===== src/rtl/spi_frame_rx.sv =====
// rtl/spi_frame_rx.sv - oversampled SPI mode-0 slave capturing one csel-framed transfer into a held frame register
// Echoes each received byte on miso one byte slot later, with STATUS_BYTE in the first slot.
module spi_frame_rx #(
  parameter int         FRAME_BYTES = 4,
  parameter logic [7:0] STATUS_BYTE = 8'hA5
) (
  input  logic                     clk,
  input  logic                     rst,
  input  logic                     sclk,
  input  logic                     mosi,
  input  logic                     csel,
  output logic                     miso,
  output logic [FRAME_BYTES*8-1:0] frame_data,
  output logic                     frame_valid,
  output logic                     frame_err,
  output logic                     busy
);

  localparam int FW  = FRAME_BYTES * 8;
  localparam int BCW = $clog2(FRAME_BYTES + 2);
  localparam logic [BCW-1:0] BC_FULL = BCW'(FRAME_BYTES);
  localparam logic [BCW-1:0] BC_MAX  = BCW'(FRAME_BYTES + 1);

  typedef enum logic [1:0] {
    IDLE   = 2'd0,
    RECV   = 2'd1,
    COMMIT = 2'd2
  } state_t;

  state_t state, state_next;

  logic sclk_s1, sclk_s2, sclk_h;
  logic mosi_s1, mosi_s2;
  logic csel_s1, csel_s2, csel_h;

  logic [2:0]     bit_cnt;
  logic [BCW-1:0] byte_cnt;
  logic [7:0]     cur_byte;
  logic [7:0]     rx_byte;
  logic [7:0]     miso_sr;
  logic           miso_q;
  logic [FW-1:0]  staging;

  logic sclk_rise, sclk_fall, cs_fall, cs_rise, commit_ok;

  // History FFs reset low, so csel must be seen high before a falling edge can register.
  always_ff @(posedge clk) begin
    if (rst) begin
      sclk_s1 <= 1'b0; sclk_s2 <= 1'b0; sclk_h <= 1'b0;
      mosi_s1 <= 1'b0; mosi_s2 <= 1'b0;
      csel_s1 <= 1'b0; csel_s2 <= 1'b0; csel_h <= 1'b0;
    end else begin
      sclk_s1 <= sclk;    sclk_s2 <= sclk_s1; sclk_h <= sclk_s2;
      mosi_s1 <= mosi;    mosi_s2 <= mosi_s1;
      csel_s1 <= csel;    csel_s2 <= csel_s1; csel_h <= csel_s2;
    end
  end

  assign sclk_rise = sclk_s2 & ~sclk_h;
  assign sclk_fall = ~sclk_s2 & sclk_h;
  assign cs_fall   = ~csel_s2 & csel_h;
  assign cs_rise   = csel_s2 & ~csel_h;
  assign commit_ok = (byte_cnt == BC_FULL) && (bit_cnt == 3'd0);
  assign rx_byte   = {mosi_s2, cur_byte[6:0]};

  always_ff @(posedge clk) begin
    if (rst) state <= IDLE;
    else     state <= state_next;
  end

  always_comb begin
    state_next = state;
    case (state)
      IDLE:    if (cs_fall) state_next = RECV;
      RECV:    if (cs_rise) state_next = COMMIT;
      COMMIT:  state_next = IDLE;
      default: state_next = IDLE;
    endcase
  end

  always_ff @(posedge clk) begin
    if (rst) begin
      bit_cnt     <= 3'd0;
      byte_cnt    <= '0;
      cur_byte    <= 8'd0;
      miso_sr     <= 8'd0;
      miso_q      <= 1'b0;
      staging     <= '0;
      frame_data  <= '0;
      frame_valid <= 1'b0;
      frame_err   <= 1'b0;
    end else begin
      frame_valid <= 1'b0;
      frame_err   <= 1'b0;
      case (state)
        IDLE: begin
          miso_q <= 1'b0;
          if (cs_fall) begin
            bit_cnt  <= 3'd0;
            byte_cnt <= '0;
            cur_byte <= 8'd0;
            // Bit 0 of the status byte must be on the pin before the first sclk rise.
            miso_q   <= STATUS_BYTE[0];
            miso_sr  <= {1'b0, STATUS_BYTE[7:1]};
          end
        end
        RECV: begin
          if (!cs_rise) begin
            if (sclk_rise) begin
              cur_byte[bit_cnt] <= mosi_s2;
              bit_cnt           <= bit_cnt + 3'd1;
              if (bit_cnt == 3'd7) begin
                for (int i = 0; i < FRAME_BYTES; i++)
                  if (byte_cnt == BCW'(i)) staging[FW-8-8*i +: 8] <= rx_byte;
                miso_sr <= rx_byte;
                if (byte_cnt != BC_MAX) byte_cnt <= byte_cnt + 1'b1;
              end
            end else if (sclk_fall) begin
              miso_q  <= miso_sr[0];
              miso_sr <= {1'b0, miso_sr[7:1]};
            end
          end
        end
        COMMIT: begin
          if (commit_ok) begin
            frame_data  <= staging;
            frame_valid <= 1'b1;
          end else begin
            frame_err <= 1'b1;
          end
        end
        default: ;
      endcase
    end
  end

  assign busy = (state == RECV);
  assign miso = miso_q & busy;

endmodule


===== config.mk =====
export PLATFORM = sky130hd
export DESIGN_NAME = spi_frame_rx
export DESIGN_NICKNAME = d
export VERILOG_FILES = /design/src/rtl/spi_frame_rx.sv
export SDC_FILE = /design/constraint.sdc
export NUM_CORES = 1
export LEC_CHECK = 0
export ABC_AREA = 1
export CORE_MARGIN = 4
export CORE_UTILIZATION = 56
export DETAILED_ROUTE_END_ITERATION = 16
export PLACE_DENSITY = 0.82
export SETUP_SLACK_MARGIN = 0.05
export SYNTH_ARGS = -nofsm -noshare
export SYNTH_HDL_FRONTEND = slang
export SYNTH_SLANG_ARGS = --single-unit

===== constraint.sdc =====
create_clock -name clk -period 1.8 [get_ports clk]
set_input_delay 0.45 -clock clk [delete_from_list [all_inputs] [get_ports clk]]
set_output_delay 0.45 -clock clk [all_outputs]
set_load 0.01 [all_outputs]

==> out/summary.txt, run 1 <==
POWER
-------------------------------------------------------------------------------------------------
Worst ir drop on vdd                                                                       426 uV
Part of the power in combinational logic                                                     6.4%
Seq pwr share                                                                               59.1%
Total power of the final layout                                                           3.76 mW
Clock Power Share                                                                           34.5%
Areal power density over the cells                                                     798 nW/um2
Net switching share of the total power                                                      24.7%
Switching component of the power                                                         0.929 mW
Power Internal                                                                            2.83 mW
LEAKAGE                                                                                   1.85 nW

LOGIC SYNTHESIS
-------------------------------------------------------------------------------------------------
Number of distinct library cell variants in the gate-level netlist after synthesis             24
Most frequent cell after synthesis                                                         nor2_1
Cell types with the largest area share after synthesis                               dfxtp_1 50%, nor2_1 11%, nand2_1 9.9%, a21oi_1 5.8%, nand3_1 5.8%
Net count after synthesis                                                                     547
Compound-cell area share of the yosys netlist                                               11.7%
Dominant register cell in the synthesized netlist                                         dfxtp_1
Xor and xnor area share after synthesis                                                        0%
Dominant combinational cell family by area after synthesis                           simple AND/OR/NAND/NOR gates
Async set or reset register ratio after synthesis                                              0%
Cell type with the largest total area after synthesis                                     dfxtp_1
Post-synth top area share                                                                   49.8%
Number of instances in the synthesized netlist                                                534
Synthesized cell area                                                                    3940 um2
Post-synthesis share of cell area spent on and, or, nand and nor gates                      29.6%
Synth Area in Adders                                                                        2.54%
Number of synthesized flops with an enable pin                                                  0
Average footprint of a synthesized cell                                                  7.38 um2
Portion of netlist area occupied by mux cells                                                  0%
Most used standard cells in the synthesized netlist                                  112 x nor2_1, 104 x nand2_1, 98 x dfxtp_1
Synthesis Warnings                                                                              0
Synthesized flop and latch total                                                               98
Sequential-to-total area share from yosys stat                                              49.8%

SETUP PATH
-------------------------------------------------------------------------------------------------
Setup crit end kind                                                                  primary output
Max stage delay cell, worst path                                                     clkdlybuf4s50_1
FF-to-FF setup slack                                                                       150 ps
Origin of the worst setup path                                                       frame_data[8]$_SDFFE_PP0P_
Worst setup path category                                                            flop to primary output
Worst R2R Start                                                                      bit_cnt[1]$_SDFFE_PP0P_
Startpoint kind of the worst setup timing path                                               flop
Arrival time worst endpoint                                                               1260 ps
Worst Path Buf+Inv                                                                              1
Worst Reg-to-Reg Cells                                                                          7
CP top delay family                                                                  buffers and inverters
Critical path depth                                                                             1
Worst-path cell chain                                                                clkdlybuf4s50_1
Peak per-stage delay on the critical path                                                  550 ps
R2R Path End                                                                         staging[26]$_SDFFE_PP0P_
Endpoint of the most critical setup path                                             frame_data[8]
Critical path peak fanout                                                                       2
Required time of the worst setup path                                                     1350 ps

CLOCK NETWORK
-------------------------------------------------------------------------------------------------
Worst-skew pair later-pin latency                                                          360 ps
Clock buffer count from CTS                                                                     9
Maximum buffer depth of the clock tree                                                          2
TritonCTS clock tree                                                                        built
Cts-stage hold buffer count                                                                     0
Clk pin slew, worst setup/hold paths                                                       100 ps
CTS H-Tree Depth                                                                                3
Cell at the root of the clock tree                                                       clkbuf_8
Total clock sinks                                                                              98

PLACE
-------------------------------------------------------------------------------------------------
Global placer's final weighted congestion                                                   0.853
Worst-case setup slack after placement                                                    89.7 ps
Number of input and output port buffers inserted                                               40
Final HPWL from detailed placement                                                        6010 um

FINISH
-------------------------------------------------------------------------------------------------
Ratio of cells with drive above 1 in the final layout                                       9.74%
Synth-to-Final Area Change                                                                  19.3%
Diode insertion count for antenna repair                                                        0
Layout fillers                                                                                589
Count of nets after finishing                                                                 593

STA
-------------------------------------------------------------------------------------------------
Final Max Slew Viols                                                                            0
Setup total negative slack                                                                   0 ps
Final hold viol count                                                                           0
Final Hold Slack                                                                           408 ps
Max Clock Freq                                                                          0.584 GHz
Slew Limit Headroom                                                                         63.8%
Final critical-path share of the clock period                                               95.2%
Worst Max-Slew Pin Slew                                                                    544 ps
Clock Skews                                                                               16.7 ps
Worst path setup slack after routing                                                      86.8 ps
Final min period                                                                          1710 ps
Setup repair after global routing missed its margin                                         false
Final setup violation count                                                                     0

GRT
-------------------------------------------------------------------------------------------------
Largest net degree at the start of global routing                                              30
Initial antenna violation count                                                                 0
Wire length of the first global-routing pass                                             14400 um
Overall routing resource usage                                                              20.9%
Via count of the first global-routing pass                                                   3177
Final global-route overflow total                                                               0

DRT
-------------------------------------------------------------------------------------------------
Via density per instance                                                                     5.21
1st-iter DRT viols                                                                            233
DR DRC count                                                                                    0
Post-detailed-route count of antenna-violating nets                                             0
Mean routed wirelength per cell                                                           12.6 um
WL final                                                                                  8550 um
Total number of vias                                                                         3548
TritonRoute pass-1 iters                                                                        5

FLOORPLANNING
-------------------------------------------------------------------------------------------------
Number of top-level design ports                                                               41
Total core area                                                                          6830 um2
Die extent in x                                                                           91.9 um
Die outline area                                                                         8450 um2
Std-Cell Rows                                                                                  30
Die height                                                                                91.9 um
Initial core utilization                                                                    57.7%

STATUS
-------------------------------------------------------------------------------------------------
Status                                                                               complete, no violations

FLOW RUN
-------------------------------------------------------------------------------------------------
MaxCap Viol Count                                                                               0

MIN PATH
-------------------------------------------------------------------------------------------------
Launch instance of the worst min-delay path                                          mosi_s1$_SDFF_PP0_
Type of the most critical hold path                                                  flop to flop

==> worst min-delay path by stage <==
stage	to	slack [ps]	depth (start not counted)
2_1_floorplan	csel_s2$_SDFF_PP0_	390	2
3_3_place_gp	mosi_s2$_SDFF_PP0_	390	2
3_5_place_dp	mosi_s2$_SDFF_PP0_	400	2
4_1_cts	mosi_s2$_SDFF_PP0_	410	2
5_1_grt	sclk_s2$_SDFF_PP0_	440	2
6_report	mosi_s2$_SDFF_PP0_	410	2
==> cell families (layout without fill, tap and decap cells) <==
group,Yosys count,count (layout)
AO/OA/AOI/OAI,92,92
flip-flops,98,98
AND/OR/NAND/NOR,278,278
adder cells (fa/ha/maj),8,8
buffers and inverters,58,109
==> layout by cell type (no fill, tap or decap), types with 10 or more instances in the layout <==
master,count
nor2_1,112
nand3_1,46
o21ai_0,45
nand2_1,100
buf_4,17
clkbuf_8,10
inv_1,29
clkdlybuf4s50_1,34
a21oi_1,46
dfxtp_1,94
==> area by class of cell <==
cell class / instances / area (um2) / area share (%)
clock buffer: 11 / 141 / 3.01
clock inverter: 5 / 38.8 / 0.825
inverter: 34 / 129 / 2.74
multi-input combinational: 378 / 1740 / 37.1
sequential: 98 / 1970 / 41.8
tap: 96 / 120 / 2.55
timing repair buffer: 59 / 564 / 12.0
==> metal layers <==
layer / share of wire [%] / GRT usage, % / up-vias / routed length, um
met3: 5.9 / 3.86 / 20 / 501
met2: 47 / 35.3 / 113 / 4030
met5: 0 / 0 / - / 0
li1: - / - / 1810 / -
met1: 45 / 26.2 / 1605 / 3820
met4: 2.3 / 8.91 / 0 / 196
==> state kept, by name, summed over array words and instances (netlist names), 2 cells and up <==
signal	count
frame_data	32
staging	32
bit_cnt	3
byte_cnt	3
miso_sr	8
cur_byte	7
state	2
==> power groups by stage <==
| stage | sequential [mW] | clock [mW] | combinational (mW) |
|---|---|---|---|
| 6_report | 2.22 | 1.30 | 0.240 |
| 3_3_place_gp | 2.27 | 0 | 0.228 |
| 3_5_place_dp | 2.27 | 0 | 0.236 |
| 5_1_grt | 2.22 | 1.41 | 0.275 |
| 2_1_floorplan | 2.26 | 0 | 0.170 |
| 4_1_cts | 2.22 | 1.32 | 0.237 |
==> per-stage QoR <==
stage	std cells	util (%)	cell area, um2
final	681	68.8	4700
after global routing	681	68.8	4700
after CTS	680	68.4	4670
after detailed placement	664	65.8	4500
after global placement	664	65.8	4500
after floorplan	534	-	3940
==> what timing repair did <==
action | in CTS | in global routing
pin swaps | 0 | 1
endpoints found under the setup margin | 2 | 64
buffers inserted | 0 | 1
gates resized for setup | 3 | 13
Note: power is estimated with default switching activity, not from simulation.
==> inputs of run 2 (changes only) <==
- ABC_AREA: 1 -> not set
==> out/summary.txt, run 2 <==
STATUS
-------------------------------------------------------------------------------------------------
Status                                                                               complete, no violations

DRT
-------------------------------------------------------------------------------------------------
Post-detailed-route count of antenna-violating nets                                             0   unchanged
1st-iter DRT viols                                                                            159   -32%
TritonRoute pass-1 iters                                                                        4   -1
DR DRC count                                                                                    0   unchanged
Total number of vias                                                                         3144   -11%
Mean routed wirelength per cell                                                           15.7 um   +25%
Via density per instance                                                                     5.65   +8.5%
WL final                                                                                  8710 um   +1.9%

GRT
-------------------------------------------------------------------------------------------------
Final global-route overflow total                                                               0   unchanged
Initial antenna violation count                                                                 0   unchanged
Wire length of the first global-routing pass                                             13600 um   -5.2%
Overall routing resource usage                                                              20.3%   -0.65 points
Largest net degree at the start of global routing                                              94   +210%
Via count of the first global-routing pass                                                   2906   -8.5%

FINISH
-------------------------------------------------------------------------------------------------
Final core utilization                                                                      71.2%   +2.4 points
Diode insertion count for antenna repair                                                        0   unchanged
Top flop regs                                                                        frame_data x32, staging x32, miso_sr x8
Most common cell after layout, fill and taps aside                                        dfxtp_1
Count of nets after finishing                                                                 484   -18%
Ratio of cells with drive above 1 in the final layout                                       15.5%   +5.8 points
Commonest non-fill, non-tap cells in the layout                                      96 x dfxtp_1, 72 x nand2_1, 45 x a21oi_1
Synth-to-Final Area Change                                                                  23.8%
Storage element area                                                                     1970 um2   unchanged
Multi-input gate area                                                                    1810 um2   +3.9%
Layout fillers                                                                                508   -14%

STA
-------------------------------------------------------------------------------------------------
Worst Max-Slew Pin Slew                                                                    650 ps   +107 ps
Final hold viol count                                                                           0   unchanged
Worst path setup slack after routing                                                      90.4 ps   +3.58 ps
Max Clock Freq                                                                          0.585 GHz   +0.21%
Final critical-path share of the clock period                                               95.0%   -0.20 points
Final Max Slew Viols                                                                            0   unchanged
Clock Skews                                                                               11.6 ps   -5.17 ps
Setup total negative slack                                                                   0 ps   unchanged
Final setup violation count                                                                     0   unchanged
Final min period                                                                          1710 ps   -3.58 ps
Slew Limit Headroom                                                                         56.6%   -7.1 points
Setup repair after global routing missed its margin                                          true
Final Hold Slack                                                                           447 ps   +38.8 ps

SETUP PATH
-------------------------------------------------------------------------------------------------
Origin of the worst setup path                                                       frame_data[14]$_SDFFE_PP0P_
Required time of the worst setup path                                                     1350 ps   about the same
Critical path depth                                                                             1   unchanged
Peak per-stage delay on the critical path                                                  540 ps   about the same
R2R Path End                                                                         staging[12]$_SDFFE_PP0P_
FF-to-FF setup slack                                                                        90 ps   -60 ps
Worst Path Buf+Inv                                                                              1   unchanged
CP top delay family                                                                  buffers and inverters
Worst Reg-to-Reg Cells                                                                          6   -1
Endpoint of the most critical setup path                                             frame_data[14]
Worst R2R Start                                                                      state[1]$_SDFFE_PP0P_
Startpoint kind of the worst setup timing path                                               flop
Worst setup path category                                                            flop to primary output
Arrival time worst endpoint                                                               1260 ps   about the same
Worst-path cell chain                                                                clkdlybuf4s50_1
Critical path peak fanout                                                                       2   unchanged
Setup crit end kind                                                                  primary output
Max stage delay cell, worst path                                                     clkdlybuf4s50_1

FLOORPLANNING
-------------------------------------------------------------------------------------------------
Die extent in x                                                                           91.3 um   -0.65%
Die outline area                                                                         8340 um2   -1.3%
Std-Cell Rows                                                                                  30   unchanged
Total core area                                                                          6760 um2   -1.1%
Number of top-level design ports                                                               41   unchanged
Die height                                                                                91.3 um   -0.65%
Initial core utilization                                                                    57.5%   -0.19 points

LOGIC SYNTHESIS
-------------------------------------------------------------------------------------------------
Most frequent cell after synthesis                                                        dfxtp_1
Sequential-to-total area share from yosys stat                                              50.5%   +0.72 points
Cell types with the largest area share after synthesis                               dfxtp_1 50%, mux2i_1 9.0%, nand2_1 7.0%, a21oi_1 6.2%, nor2_1 3.7%
Number of instances in the synthesized netlist                                                420   -21%
Synthesis Warnings                                                                              0   unchanged
Post-synth top area share                                                                   50.5%   +0.72 points
Synthesized cell area                                                                    3890 um2   -1.4%
Average footprint of a synthesized cell                                                  9.25 um2   +25%
Async set or reset register ratio after synthesis                                              0%   unchanged
Most used standard cells in the synthesized netlist                                  98 x dfxtp_1, 72 x nand2_1, 48 x a21oi_1
Dominant register cell in the synthesized netlist                                         dfxtp_1
Number of distinct library cell variants in the gate-level netlist after synthesis             47   +96%
Synthesized flop and latch total                                                               98   unchanged
Net count after synthesis                                                                     433   -21%
Number of synthesized flops with an enable pin                                                  0   unchanged
Cell type with the largest total area after synthesis                                     dfxtp_1

PLACE
-------------------------------------------------------------------------------------------------
Number of input and output port buffers inserted                                               40   unchanged
Final HPWL from detailed placement                                                        5490 um   -8.7%
Worst-case setup slack after placement                                                   -18.8 ps   -109 ps
Global placer's final weighted congestion                                                   0.828   -3.0%

CLOCK NETWORK
-------------------------------------------------------------------------------------------------
Cell at the root of the clock tree                                                       clkbuf_8
TritonCTS clock tree                                                                        built
CTS H-Tree Depth                                                                                3   unchanged
Clock buffer count from CTS                                                                     9   unchanged
Maximum buffer depth of the clock tree                                                          2   unchanged
Worst-skew pair later-pin latency                                                          370 ps   about the same
Total clock sinks                                                                              98   unchanged
Clk pin slew, worst setup/hold paths                                                       100 ps   about the same

POWER
-------------------------------------------------------------------------------------------------
Net switching share of the total power                                                      24.1%   -0.60 points
Power Internal                                                                            2.80 mW   -1.1%
Total power of the final layout                                                           3.69 mW   -1.9%
Switching component of the power                                                         0.889 mW   -4.3%
LEAKAGE                                                                                   1.97 nW   +6.8%
Areal power density over the cells                                                     766 nW/um2   -4.1%
Seq pwr share                                                                               59.4%   +0.3 points
Part of the power in combinational logic                                                     3.4%   -3.0 points
Worst ir drop on vdd                                                                       635 uV   +49%
Clock Power Share                                                                           37.3%   +2.8 points

MIN PATH
-------------------------------------------------------------------------------------------------
Launch instance of the worst min-delay path                                          csel_s1$_SDFF_PP0_
Type of the most critical hold path                                                  flop to flop

FLOW RUN
-------------------------------------------------------------------------------------------------
MaxCap Viol Count                                                                               0   unchanged

## run 2: cell type report
| cell class | count | share of cell area (%) |
|---|---|---|
| timing repair buffer | 67 | 14.5 |
| sequential | 98 | 40.9 |
| multi-input combinational | 286 | 37.6 |
| clock buffer | 10 | 2.86 |
| tap | 80 | 2.08 |
| inverter | 9 | 0.806 |
| clock inverter | 6 | 1.20 |
## run 2: metrics by stage
stage,instance area [um2],std cells
floorplan,3890,420
global placement,4440,533
detailed placement,4440,533
CTS,4670,549
global route,4810,556
finish,4810,556
## run 2: worst min-delay path by stage
stage | end | slack, ps | cells after the start
2_1_floorplan | csel_s2$_SDFF_PP0_ | 410 | 1
3_3_place_gp | csel_s2$_SDFF_PP0_ | 420 | 1
3_5_place_dp | csel_s2$_SDFF_PP0_ | 430 | 1
4_1_cts | csel_s2$_SDFF_PP0_ | 450 | 1
5_1_grt | mosi_s2$_SDFF_PP0_ | 460 | 1
6_report | csel_s2$_SDFF_PP0_ | 450 | 1
## run 2: what timing repair did
action,in CTS,in global routing
buffers inserted,0,5
gates resized for setup,11,16
hold buffers,0,0
setup endpoints to repair,20,49
hold endpoints to repair,0,0
pin swaps,0,4
gates cloned,0,2
## run 2: cells by family (layout without fill, tap and decap cells)
logic type | after synthesis | in the layout | synth area share, %
simple gates | 156 | 156 | 18.7
flops | 98 | 98 | 50.5
compound gates | 83 | 83 | 13.4
mux | 39 | 39 | 10.2
buf+inv | 36 | 92 | 4.60
fa+ha+maj | 8 | 8 | 2.58
## run 2: power by group through the flow
| stage | logic [mW] | registers, mW | clock network [mW] |
|---|---|---|---|
| floorplan | 0.0821 | 2.24 | 0 |
| global placement | 0.117 | 2.24 | 0 |
| detailed placement | 0.119 | 2.24 | 0 |
| CTS | 0.121 | 2.19 | 1.41 |
| global route | 0.136 | 2.19 | 1.49 |
| finish | 0.124 | 2.19 | 1.37 |
## run 2: per-layer routing
layer  up-vias  track usage, %  part of all wire (%)
met5         -               0                     0
met1      1506            25.3                    43
li1       1543               -                     -
met2        76            34.5                    50
met4         0            9.92                   2.9
met3        19            2.57                   4.5
